## config.mk

```make
export PLATFORM = sky130hd
export DESIGN_NAME = ex_muldiv_unit
export DESIGN_NICKNAME = d
export VERILOG_FILES = /design/src/rtl/ex_muldiv_unit_pkg.sv /design/src/rtl/ex_muldiv_unit_step.sv /design/src/rtl/ex_muldiv_unit.sv
export SDC_FILE = /design/constraint.sdc
export NUM_CORES = 1
export LEC_CHECK = 0
export BUFFER_PORTS_ARGS = -buffer_cell sky130_fd_sc_hd__buf_2
export CAP_MARGIN = 25
export CORE_MARGIN = 4
export CORE_UTILIZATION = 60
export CTS_CLUSTER_DIAMETER = 80
export DETAILED_ROUTE_END_ITERATION = 10
export PLACE_DENSITY = 0.81
export RECOVER_POWER = 50
export SYNTH_ARGS = -nofsm -noshare
export SYNTH_HDL_FRONTEND = slang
export SYNTH_SLANG_ARGS = --single-unit
```

## constraint.sdc

```tcl
create_clock -name clk -period 7.05 [get_ports clk]
set_input_delay 1.41 -clock clk [delete_from_list [all_inputs] [get_ports clk]]
set_output_delay 1.41 -clock clk [all_outputs]
set_load 0.01 [all_outputs]
```

## src/rtl/ex_muldiv_unit_pkg.sv

```systemverilog
// rtl/ex_muldiv_unit_pkg.sv - op codes, FSM states and op decode helpers for the mul/div unit
package ex_muldiv_unit_pkg;

   localparam int MULDIV_WIDTH = 32;

   typedef enum logic [1:0] {
      OP_MULT  = 2'b00,
      OP_MULTU = 2'b01,
      OP_DIV   = 2'b10,
      OP_DIVU  = 2'b11
   } op_e;

   typedef enum logic [1:0] {
      IDLE = 2'b00,
      RUN  = 2'b01,
      FIX  = 2'b10
   } state_e;

   // Divide ops share the upper op bit; the mode is chosen once at accept.
   function automatic logic op_is_div(input logic [1:0] op);
      return (op == OP_DIV) || (op == OP_DIVU);
   endfunction

   // Signed ops take operand magnitudes and get their signs restored in FIX.
   function automatic logic op_is_signed(input logic [1:0] op);
      return (op == OP_MULT) || (op == OP_DIV);
   endfunction

endpackage

```

## src/rtl/ex_muldiv_unit_step.sv

```systemverilog
// rtl/ex_muldiv_unit_step.sv - one combinational shift-add / restoring shift-subtract iteration
module ex_muldiv_unit_step
   import ex_muldiv_unit_pkg::*;
#(
   parameter int WIDTH = MULDIV_WIDTH
) (
   input  logic             mode_div,
   input  logic [WIDTH-1:0] acc_in,
   input  logic [WIDTH-1:0] q_in,
   input  logic [WIDTH-1:0] m,
   output logic [WIDTH-1:0] acc_out,
   output logic [WIDTH-1:0] q_out
);

   logic [WIDTH:0]   sum;
   logic [WIDTH:0]   shifted;
   logic [WIDTH-1:0] diff;
   logic             ge;

   // MUL: {acc,q} holds the partial product over the remaining multiplier bits.
   // DIV: acc is the partial remainder, q shifts the dividend out and quotient bits in.
   always_comb begin
      sum     = {1'b0, acc_in} + (q_in[0] ? {1'b0, m} : {(WIDTH+1){1'b0}});
      shifted = {acc_in, q_in[WIDTH-1]};
      ge      = (shifted >= {1'b0, m});
      // When ge holds the true difference is below m, so the WIDTH-bit wrap is exact.
      diff    = shifted[WIDTH-1:0] - m;
      if (mode_div) begin
         acc_out = ge ? diff : shifted[WIDTH-1:0];
         q_out   = {q_in[WIDTH-2:0], ge};
      end else begin
         acc_out = sum[WIDTH:1];
         q_out   = {sum[0], q_in[WIDTH-1:1]};
      end
   end

endmodule

```

## src/rtl/ex_muldiv_unit.sv

```systemverilog
// rtl/ex_muldiv_unit.sv - EX-stage iterative MULT/MULTU/DIV/DIVU unit owning HI/LO
module ex_muldiv_unit
   import ex_muldiv_unit_pkg::*;
#(
   parameter int WIDTH = MULDIV_WIDTH
) (
   input  logic             clk,
   input  logic             rst,
   input  logic             start,
   input  logic [1:0]       op,
   input  logic [WIDTH-1:0] rs_val,
   input  logic [WIDTH-1:0] rt_val,
   input  logic             hi_we,
   input  logic             lo_we,
   input  logic [WIDTH-1:0] mt_data,
   output logic [WIDTH-1:0] hi,
   output logic [WIDTH-1:0] lo,
   output logic             busy,
   output logic             done,
   output logic             div_by_zero
);

   localparam int CW = $clog2(WIDTH);
   localparam int PW = 2 * WIDTH;

   state_e           state;
   state_e           state_nxt;
   logic [CW-1:0]    cnt;
   logic             last_iter;
   logic             accept;

   logic             op_div;
   logic             neg_a;
   logic             neg_b;
   logic             div0;
   logic [WIDTH-1:0] acc;
   logic [WIDTH-1:0] q;
   logic [WIDTH-1:0] m;
   logic [WIDTH-1:0] rs_raw;
   logic [WIDTH-1:0] acc_nxt;
   logic [WIDTH-1:0] q_nxt;

   logic             signed_op;
   logic [WIDTH-1:0] rs_mag;
   logic [WIDTH-1:0] rt_mag;
   logic [PW-1:0]    prod_fix;
   logic [WIDTH-1:0] quot_fix;
   logic [WIDTH-1:0] rem_fix;

   assign last_iter = (cnt == CW'(WIDTH - 1));

   ex_muldiv_unit_step #(
      .WIDTH (WIDTH)
   ) u_step (
      .mode_div (op_div),
      .acc_in   (acc),
      .q_in     (q),
      .m        (m),
      .acc_out  (acc_nxt),
      .q_out    (q_nxt)
   );

   // Operand magnitudes at accept; 0x80000000 negates to itself and reads as unsigned 2^31.
   always_comb begin
      signed_op = op_is_signed(op);
      rs_mag    = (signed_op && rs_val[WIDTH-1]) ? (~rs_val + WIDTH'(1)) : rs_val;
      rt_mag    = (signed_op && rt_val[WIDTH-1]) ? (~rt_val + WIDTH'(1)) : rt_val;
   end

   // Sign restoration applied to the finished magnitudes in FIX.
   always_comb begin
      prod_fix = (neg_a ^ neg_b) ? (~{acc, q} + PW'(1)) : {acc, q};
      quot_fix = (neg_a ^ neg_b) ? (~q + WIDTH'(1)) : q;
      rem_fix  = neg_a ? (~acc + WIDTH'(1)) : acc;
   end

   // State register; reset aborts any operation in flight.
   always_ff @(posedge clk) begin
      if (rst) begin
         state <= IDLE;
      end else begin
         state <= state_nxt;
      end
   end

   // Next-state, accept strobe and busy.
   always_comb begin
      state_nxt = state;
      accept    = 1'b0;
      busy      = (state != IDLE);
      case (state)
         IDLE: begin
            if (start) begin
               accept    = 1'b1;
               state_nxt = RUN;
            end
         end
         RUN: begin
            if (last_iter) begin
               state_nxt = FIX;
            end
         end
         FIX: begin
            state_nxt = IDLE;
         end
         default: begin
            state_nxt = IDLE;
         end
      endcase
   end

   // Datapath: MTHI/MTLO in IDLE, operand latch at accept, iterations in RUN, result write in FIX.
   always_ff @(posedge clk) begin
      if (rst) begin
         hi          <= '0;
         lo          <= '0;
         done        <= 1'b0;
         div_by_zero <= 1'b0;
         cnt         <= '0;
         op_div      <= 1'b0;
         neg_a       <= 1'b0;
         neg_b       <= 1'b0;
         div0        <= 1'b0;
         acc         <= '0;
         q           <= '0;
         m           <= '0;
         rs_raw      <= '0;
      end else begin
         done <= 1'b0;

         if (state == IDLE) begin
            if (hi_we) begin
               hi <= mt_data;
            end
            if (lo_we) begin
               lo <= mt_data;
            end
         end

         if (accept) begin
            op_div      <= op_is_div(op);
            neg_a       <= signed_op & rs_val[WIDTH-1];
            neg_b       <= signed_op & rt_val[WIDTH-1];
            div0        <= op_is_div(op) && (rt_val == '0);
            rs_raw      <= rs_val;
            acc         <= '0;
            q           <= rs_mag;
            m           <= rt_mag;
            cnt         <= '0;
            div_by_zero <= 1'b0;
         end

         if (state == RUN) begin
            acc <= acc_nxt;
            q   <= q_nxt;
            cnt <= cnt + CW'(1);
         end

         if (state == FIX) begin
            done <= 1'b1;
            if (!op_div) begin
               hi <= prod_fix[PW-1:WIDTH];
               lo <= prod_fix[WIDTH-1:0];
            end else if (div0) begin
               hi          <= rs_raw;
               lo          <= '1;
               div_by_zero <= 1'b1;
            end else begin
               hi <= rem_fix;
               lo <= quot_fix;
            end
         end
      end
   end

endmodule

```

==> results of run 1 <==
-- worst max-delay path, cell delays in order, from the launching register on --
cell and delay [ps]:
dfxtp_1 700, nor2b_1 200, clkbuf_1 1960, nand3_1 870
nand2_1 560, nor2_1 210, a31oi_1 230, mux2i_1 130
nor2_1 100
-- layout make-up --
cell class	count	area (sq um)	share of cell area
multi-input cells	1754	11040	0.6276
well taps	335	419.2	0.02383
clock buffers	34	699.4	0.03977
clock inverters	10	137.6	0.007826
repair buffers	189	905.9	0.05151
flip-flops and latches	205	4109	0.2336
inverters	74	277.8	0.01579
-- cell usage after synthesis, types with 8 or more instances --
library cell  number
o211ai_1          17
nor3_1            56
or3_1             21
and2_1            12
or4_1             11
or2_2              8
inv_1             74
ha_1              70
nor2_1           257
nand3_1           46
a2111oi_0         16
o31ai_1           20
nand2_1          262
xor2_1            90
nor4_1            11
a31oi_1           16
buf_2             14
clkbuf_1         130
xnor2_1          102
mux2i_1           64
a21o_1            17
a311oi_1          33
o41ai_1           11
a21oi_1          202
and3_1            19
o21ai_0          137
o22ai_1           10
nand2b_1          15
nand4_1           12
a211oi_1          85
dfxtp_1          205
buf_1             22
a22oi_1           14
-- metrics by stage --
step	power, uW	std cells	hold WS [ps]
4_1_cts	3628	2601	454.6
5_1_grt	3787	2601	468.7
2_1_floorplan	1988	2203	431.9
3_3_place_gp	2289	2557	438.0
6_report	3665	2601	450.9
3_5_place_dp	2305	2557	442.6
-- routing by layer --
| metal | vias up | global-route usage |
|---|---|---|
| met3 | 111 | 0.1004 |
| met5 | - | 0 |
| li1 | 8001 | - |
| met1 | 8164 | 0.5691 |
| met4 | 2 | 0.08026 |
| met2 | 1036 | 0.5711 |
-- flip-flops by register name, indices dropped and copies added, names as in the netlist --
name / cells
op_div: 1
neg_a: 1
q: 32
state: 2
div0: 1
done: 1
lo: 32
div_by_zero: 1
neg_b: 1
m: 32
cnt: 5
acc: 32
rs_raw: 32
hi: 32
-- kinds of logic (layout without fill, tap and decap cells) --
family,count (synthesis),count (layout)
mux,66,66
compound gates,652,652
buf+inv,244,307
xor+xnor,192,192
flops,205,205
simple gates,772,772
fa+ha+maj,72,72
-- power breakdown --
part / internal, uW / total, uW / switching [uW]
Sequential: 1240 / 1360 / 115
Combinational: 340 / 958 / 618
Clock: 803 / 1350 / 547
-- worst paths after layout --
| kind | startpoint | endpoint | slack (ps) |
|---|---|---|---|
| min | m[31] | m[31] | 450 |
| max reg2reg | state[1] | lo[1] | 1990 |
| min reg2reg | m[31] | m[31] | 450 |
| max | state[1] | lo[1] | 1990 |
-- cell usage in the layout (no fill, tap or decap), types with 19 or more instances in the layout --
master,Yosys,final
nand3_1,46,46
o31ai_1,20,20
clkbuf_1,130,75
buf_2,14,100
ha_1,70,70
buf_4,0,19
nand2_1,262,261
and3_1,19,19
or3_1,21,21
a21oi_1,202,202
dfxtp_1,205,203
xor2_1,90,89
a211oi_1,85,85
nor3_1,56,56
inv_1,74,74
o21ai_0,137,137
a311oi_1,33,33
xnor2_1,102,101
clkbuf_16,0,25
mux2i_1,64,64
nor2_1,257,255
==> metrics.yaml, run 1 <==
synth:
  yosysSeqAreaShare: 0.2552
  syn-cell-area_sq_um: 16080
  synth_xor_area_frac: 0.1046
  synth_ff_type: "dfxtp_1"
  synth_warnings: 0
  synth_edf_count: 0
  syn_avg_cell_area_sq_um: 7.299
  synthCells: 2203
  synth.top_cells.by_area: "dfxtp_1 26%, a21oi_1 6.3%, nand2_1 6.1%"
  synth-seq-cells: 205
  ys_types: 79
  synthSimpleGateAreaFrac: 0.2204
  synth_fa_ha_area_frac: 0.05696
  yosys.area.top_type: "dfxtp_1"
  synthArstFlopShare: 0
  synth_fp_nets: 2378
  synth_top_family_by_area: "compound AO/OA/AOI/OAI gates"
  netlist.area_leader.share: 0.2552
  synth_mux_area_frac: 0.04124
  synth_compound_area_frac: 0.2617
timing:
  timing.final.crit_share: 0.7175
  hold_violations: 0
  skew_ps: 19.34
  max_slew.worst_pin.slew_ps: 2765
  slew_headroom: -0.8435
  clock.fmax_mhz: 197.7
  setup_slack_ps: 1991
  final_max_slew_viol_count: 57
  layout_min_cycle_time_ps: 5059
  rsz0062_at_grt: "false"
  setup_viol: 0
  finalSetupTns_ps: 0
clock_network:
  numCtsBuffers: 24
  cts_setup_buffers: 0
  h-tree-depth: 1
  clkLatencyLatePin_ps: 540
  clk_pin_slew_worst_paths_ps: 70
  cts_resized: 0
  clock_sinks: 205
  root_buffer: "clkbuf_16"
  cts_max_path_buffers: 3
  postCtsHoldBufs: 0
  cts_tree: "done"
place:
  port_buffers: 169
  dp_hpwl_microns: 44660
  dp_slack_ps: 2848
  placed_area_sq_um: 16860
  gp_congestion: 1.004
final_layout:
  n_antenna_cell: 0
  drive_gt1_frac: 0.08959
  fillers: 2338
  post-route-util: 0.6711
  finalNetCount: 2423
  syn_to_final_growth_pct: 9.377
  stdcell_area_sq_um: 17590
worst_hold_path:
  hold_depth: 2
  hp-class: "reg -> reg"
die:
  fp.dieH_microns: 171.7
  die_area_sq_um: 29480
  num_rows: 59
  fp.dieW_microns: 171.7
  core_sq_um: 26210
  top_level_ports: 170
  start_util: 0.6136
detailed_routing:
  top_layer_used: "met5"
  vias_per_cell: 6.657
  dr.pass1.iters: 6
  wl_per_cell_microns: 22.89
  wl_met3_microns: 7695
  met2_wirelength_microns: 25310
  ant_nets: 0
  drt-initial-drc-count: 2461
  wl_met1_microns: 25200
  num_vias: 17314
  route.detailed.drc: 0
  drt_wl_total_microns: 59540
job:
  cap_violations: 1
power:
  p_per_area_nw_per_um2: 208.4
  vdd_drop_max_mv: 0.1807
  leakage_uw: 0.006891
outcome:
  status: "finished with violations"
  violations: "capacitance limit, slew limit"
setup_path:
  worstPathArrival_ps: 5530
  startpoint_type: "flop"
  cp-end-kind: "flop"
  crit_fanout: 56
  crit_required_ps: 7520
  reg2reg_depth: 8
  crit_type: "reg -> reg"
global_routing:
  antenna_found_initial: 2
  grt_pass1_wl_microns: 90130
  grt_max_degree: 101
  overflow: 0
  grtUsageTotal: 0.3868
  grt_pass1_vias: 15745
Power figures use the tool's default switching activity.
==> run 2, diff against run 1 <==
--- a/config.mk
+++ b/config.mk
@@ -8,10 +8,10 @@
 export BUFFER_PORTS_ARGS = -buffer_cell sky130_fd_sc_hd__buf_2
 export CAP_MARGIN = 25
 export CORE_MARGIN = 4
-export CORE_UTILIZATION = 60
+export CORE_UTILIZATION = 55
 export CTS_CLUSTER_DIAMETER = 80
 export DETAILED_ROUTE_END_ITERATION = 10
-export PLACE_DENSITY = 0.81
+export PLACE_DENSITY = 0.78
 export RECOVER_POWER = 50
 export SYNTH_ARGS = -nofsm -noshare
 export SYNTH_HDL_FRONTEND = slang
==> constraint.sdc (replaced) <==
create_clock -name clk -period 4.6 [get_ports clk]
set_input_delay 0.92 -clock clk [delete_from_list [all_inputs] [get_ports clk]]
set_output_delay 0.92 -clock clk [all_outputs]
set_load 0.01 [all_outputs]
==> run 2 against run 1 <==
Net effect:
- the run still ends with capacitance limit, slew limit left
- sequential power is 52% higher
- combinational power grew 54%
- core utilization is 5.3 points lower
- fmax increased by 24%
- largest cell class unchanged
==> metrics.yaml, run 2 (synthesized netlist as in run 1, its figures left out) <==
clock_network:
  cts_setup_buffers: 0  # unchanged
  root_buffer: "clkbuf_16"  # unchanged
  cts_resized: 0  # unchanged
  clkLatencyLatePin_ps: 540  # about the same
  cts_tree: "done"  # unchanged
  postCtsHoldBufs: 0  # unchanged
  clk_pin_slew_worst_paths_ps: 70  # about the same
  numCtsBuffers: 24  # unchanged
  clock_sinks: 205  # unchanged
  cts_max_path_buffers: 3  # unchanged
  h-tree-depth: 1  # unchanged
setup_path:
  crit_required_ps: 5000  # was 7520 ps
  reg2reg_depth: 12  # was 8
  cp-end-kind: "flop"  # unchanged
  startpoint_type: "flop"  # unchanged
  r2r_slack_ps: 530  # was 1990 ps
  worstPathArrival_ps: 4470  # was 5530 ps
  reg2reg_from: "q[0]"  # was state[1]
  crit_type: "reg -> reg"  # unchanged
  crit_fanout: 18  # was 56
  regToRegEndpoint: "acc[30]"  # was lo[1]
die:
  fp.dieH_microns: 179.0  # was 171.7 microns
  fp.dieW_microns: 179.0  # was 171.7 microns
  die_area_sq_um: 32030  # was 29480 sq um
  start_util: 0.5587  # was 0.6136
  top_level_ports: 170  # unchanged
  num_rows: 62  # was 59
  core_sq_um: 28780  # was 26210 sq um
power:
  leakage_uw: 0.006975  # was 0.006891 uW
  p_per_area_nw_per_um2: 309.9  # was 208.4 nW/um^2
  p_comb_frac: 0.268  # was 0.261
  p_int_uw: 3583  # was 2385 uW
  pwr-share-clk: 0.356  # was 0.368
  switching_share: 0.3498  # was 0.3494
  vdd_drop_max_mv: 0.2897  # was 0.1807 mV
  p_sw_uw: 1927  # was 1281 uW
  pwr-share-seq: 0.376  # was 0.370
final_layout:
  n_antenna_cell: 0  # unchanged
  final_common_cell: "nand2_1"  # unchanged
  final_cell_mix: "261 x nand2_1, 255 x nor2_1, 203 x dfxtp_1, 202 x a21oi_1, 137 x o21ai_0"  # unchanged
  drive_gt1_frac: 0.09790  # was 0.08959
  syn_to_final_growth_pct: 10.58  # was 9.377%
  finalNetCount: 2445  # was 2423
  post-route-util: 0.6178  # was 0.6711
  fillers: 2761  # was 2338
detailed_routing:
  drt_wl_total_microns: 59500  # was 59540 microns
  ant_nets: 0  # unchanged
  route.detailed.drc: 0  # unchanged
  dr.pass1.iters: 6  # unchanged
  vias_per_cell: 6.417  # was 6.657
  drt-initial-drc-count: 1846  # was 2461
  num_vias: 17147  # was 17314
  wl_per_cell_microns: 22.27  # was 22.89 microns
timing:
  timing.final.crit_share: 0.8843  # was 0.7175
  setup_viol: 0  # unchanged
  hold_violations: 0  # unchanged
  max_slew.worst_pin.slew_ps: 2844  # was 2765 ps
  layout_min_cycle_time_ps: 4068  # was 5059 ps
  skew_ps: 11.93  # was 19.34 ps
  final_max_slew_viol_count: 272  # was 57
  finalSetupTns_ps: 0  # unchanged
  rsz0062_at_grt: "false"  # unchanged
  clock.fmax_mhz: 245.8  # was 197.7 MHz
  holdWs_ps: 454.5  # was 450.9 ps
  slew_headroom: -0.8959  # was -0.8435
  setup_slack_ps: 532.0  # was 1991 ps
outcome:
  status: "finished with violations"  # unchanged
  violations: "capacitance limit, slew limit"  # unchanged
global_routing:
  grt_max_degree: 90  # was 101
  grtUsageTotal: 0.3600  # was 0.3868
  antenna_found_initial: 2  # unchanged
  grt_pass1_vias: 15701  # was 15745
  overflow: 0  # unchanged
  grt_pass1_wl_microns: 90740  # was 90130 microns
place:
  dp_hpwl_microns: 45200  # was 44660 microns
  dp_slack_ps: 654.6  # was 2848 ps
  gp_congestion: 1.037  # was 1.004
  port_buffers: 169  # unchanged
job:
  cap_violations: 4  # was 1
worst_hold_path:
  hold_depth: 2  # unchanged
  whs_endpoint: "rs_raw[11]"  # was m[31]
  hp-class: "reg -> reg"  # unchanged
  min_from: "rs_raw[11]"  # was m[31]
run 2: worst max-delay path by stage:
stage	from	to	slack, ps	cells past startpoint
floorplan	q[0]	acc[30]	1450	13
global placement	q[0]	acc[30]	690	12
detailed placement	q[0]	acc[30]	650	12
CTS	q[0]	acc[30]	640	12
global route	q[0]	acc[30]	320	12
finish	q[0]	acc[30]	530	12
run 2: routing by layer:
metal / global-route usage / vias to the layer above / share of wire
met5: 0 / - / 0.00055
met1: 0.5227 / 8038 / 0.43
met4: 0.09370 / 4 / 0.027
met3: 0.08941 / 114 / 0.12
li1: - / 8036 / -
met2: 0.5318 / 955 / 0.42
run 2: power by group through the flow:
stage                     clock, uW  sequential, uW  combinational [uW]
after floorplan                   0            2030                1010
after global placement            0            2090                1430
after detailed placement          0            2090                1440
after CTS                      1970            2060                1450
after global routing           2050            2080                1610
final                          1960            2070                1480
run 2: critical path, cell delays in order (launching register included):
cell      delay (ps)
dfxtp_1          400
inv_1            560
nor2_1           120
ha_1             370
a21oi_1          180
o211ai_1         210
a211oi_1         490
o21ai_0          270
a211oi_1         480
o31ai_1          210
a221oi_1         360
xor2_1           170
o211ai_1          90
run 2: cell type report:
| cell class | count | area (sq um) | share of cell area |
|---|---|---|---|
| multi-input combinational | 1754 | 11040 | 0.6210 |
| sequential | 205 | 4109 | 0.2311 |
| timing repair buffer | 211 | 1067 | 0.06003 |
| clock buffer | 35 | 681.9 | 0.03835 |
| tap | 384 | 480.5 | 0.02702 |
| inverter | 74 | 277.8 | 0.01562 |
| clock inverter | 9 | 121.4 | 0.006826 |
run 2: through the flow:
stage	area (sq um)	std cells	power (uW)
floorplan	16080	2203	3047
global placement	17080	2627	3521
detailed placement	17080	2627	3539
CTS	17880	2671	5484
global route	17780	2672	5732
finish	17780	2672	5511
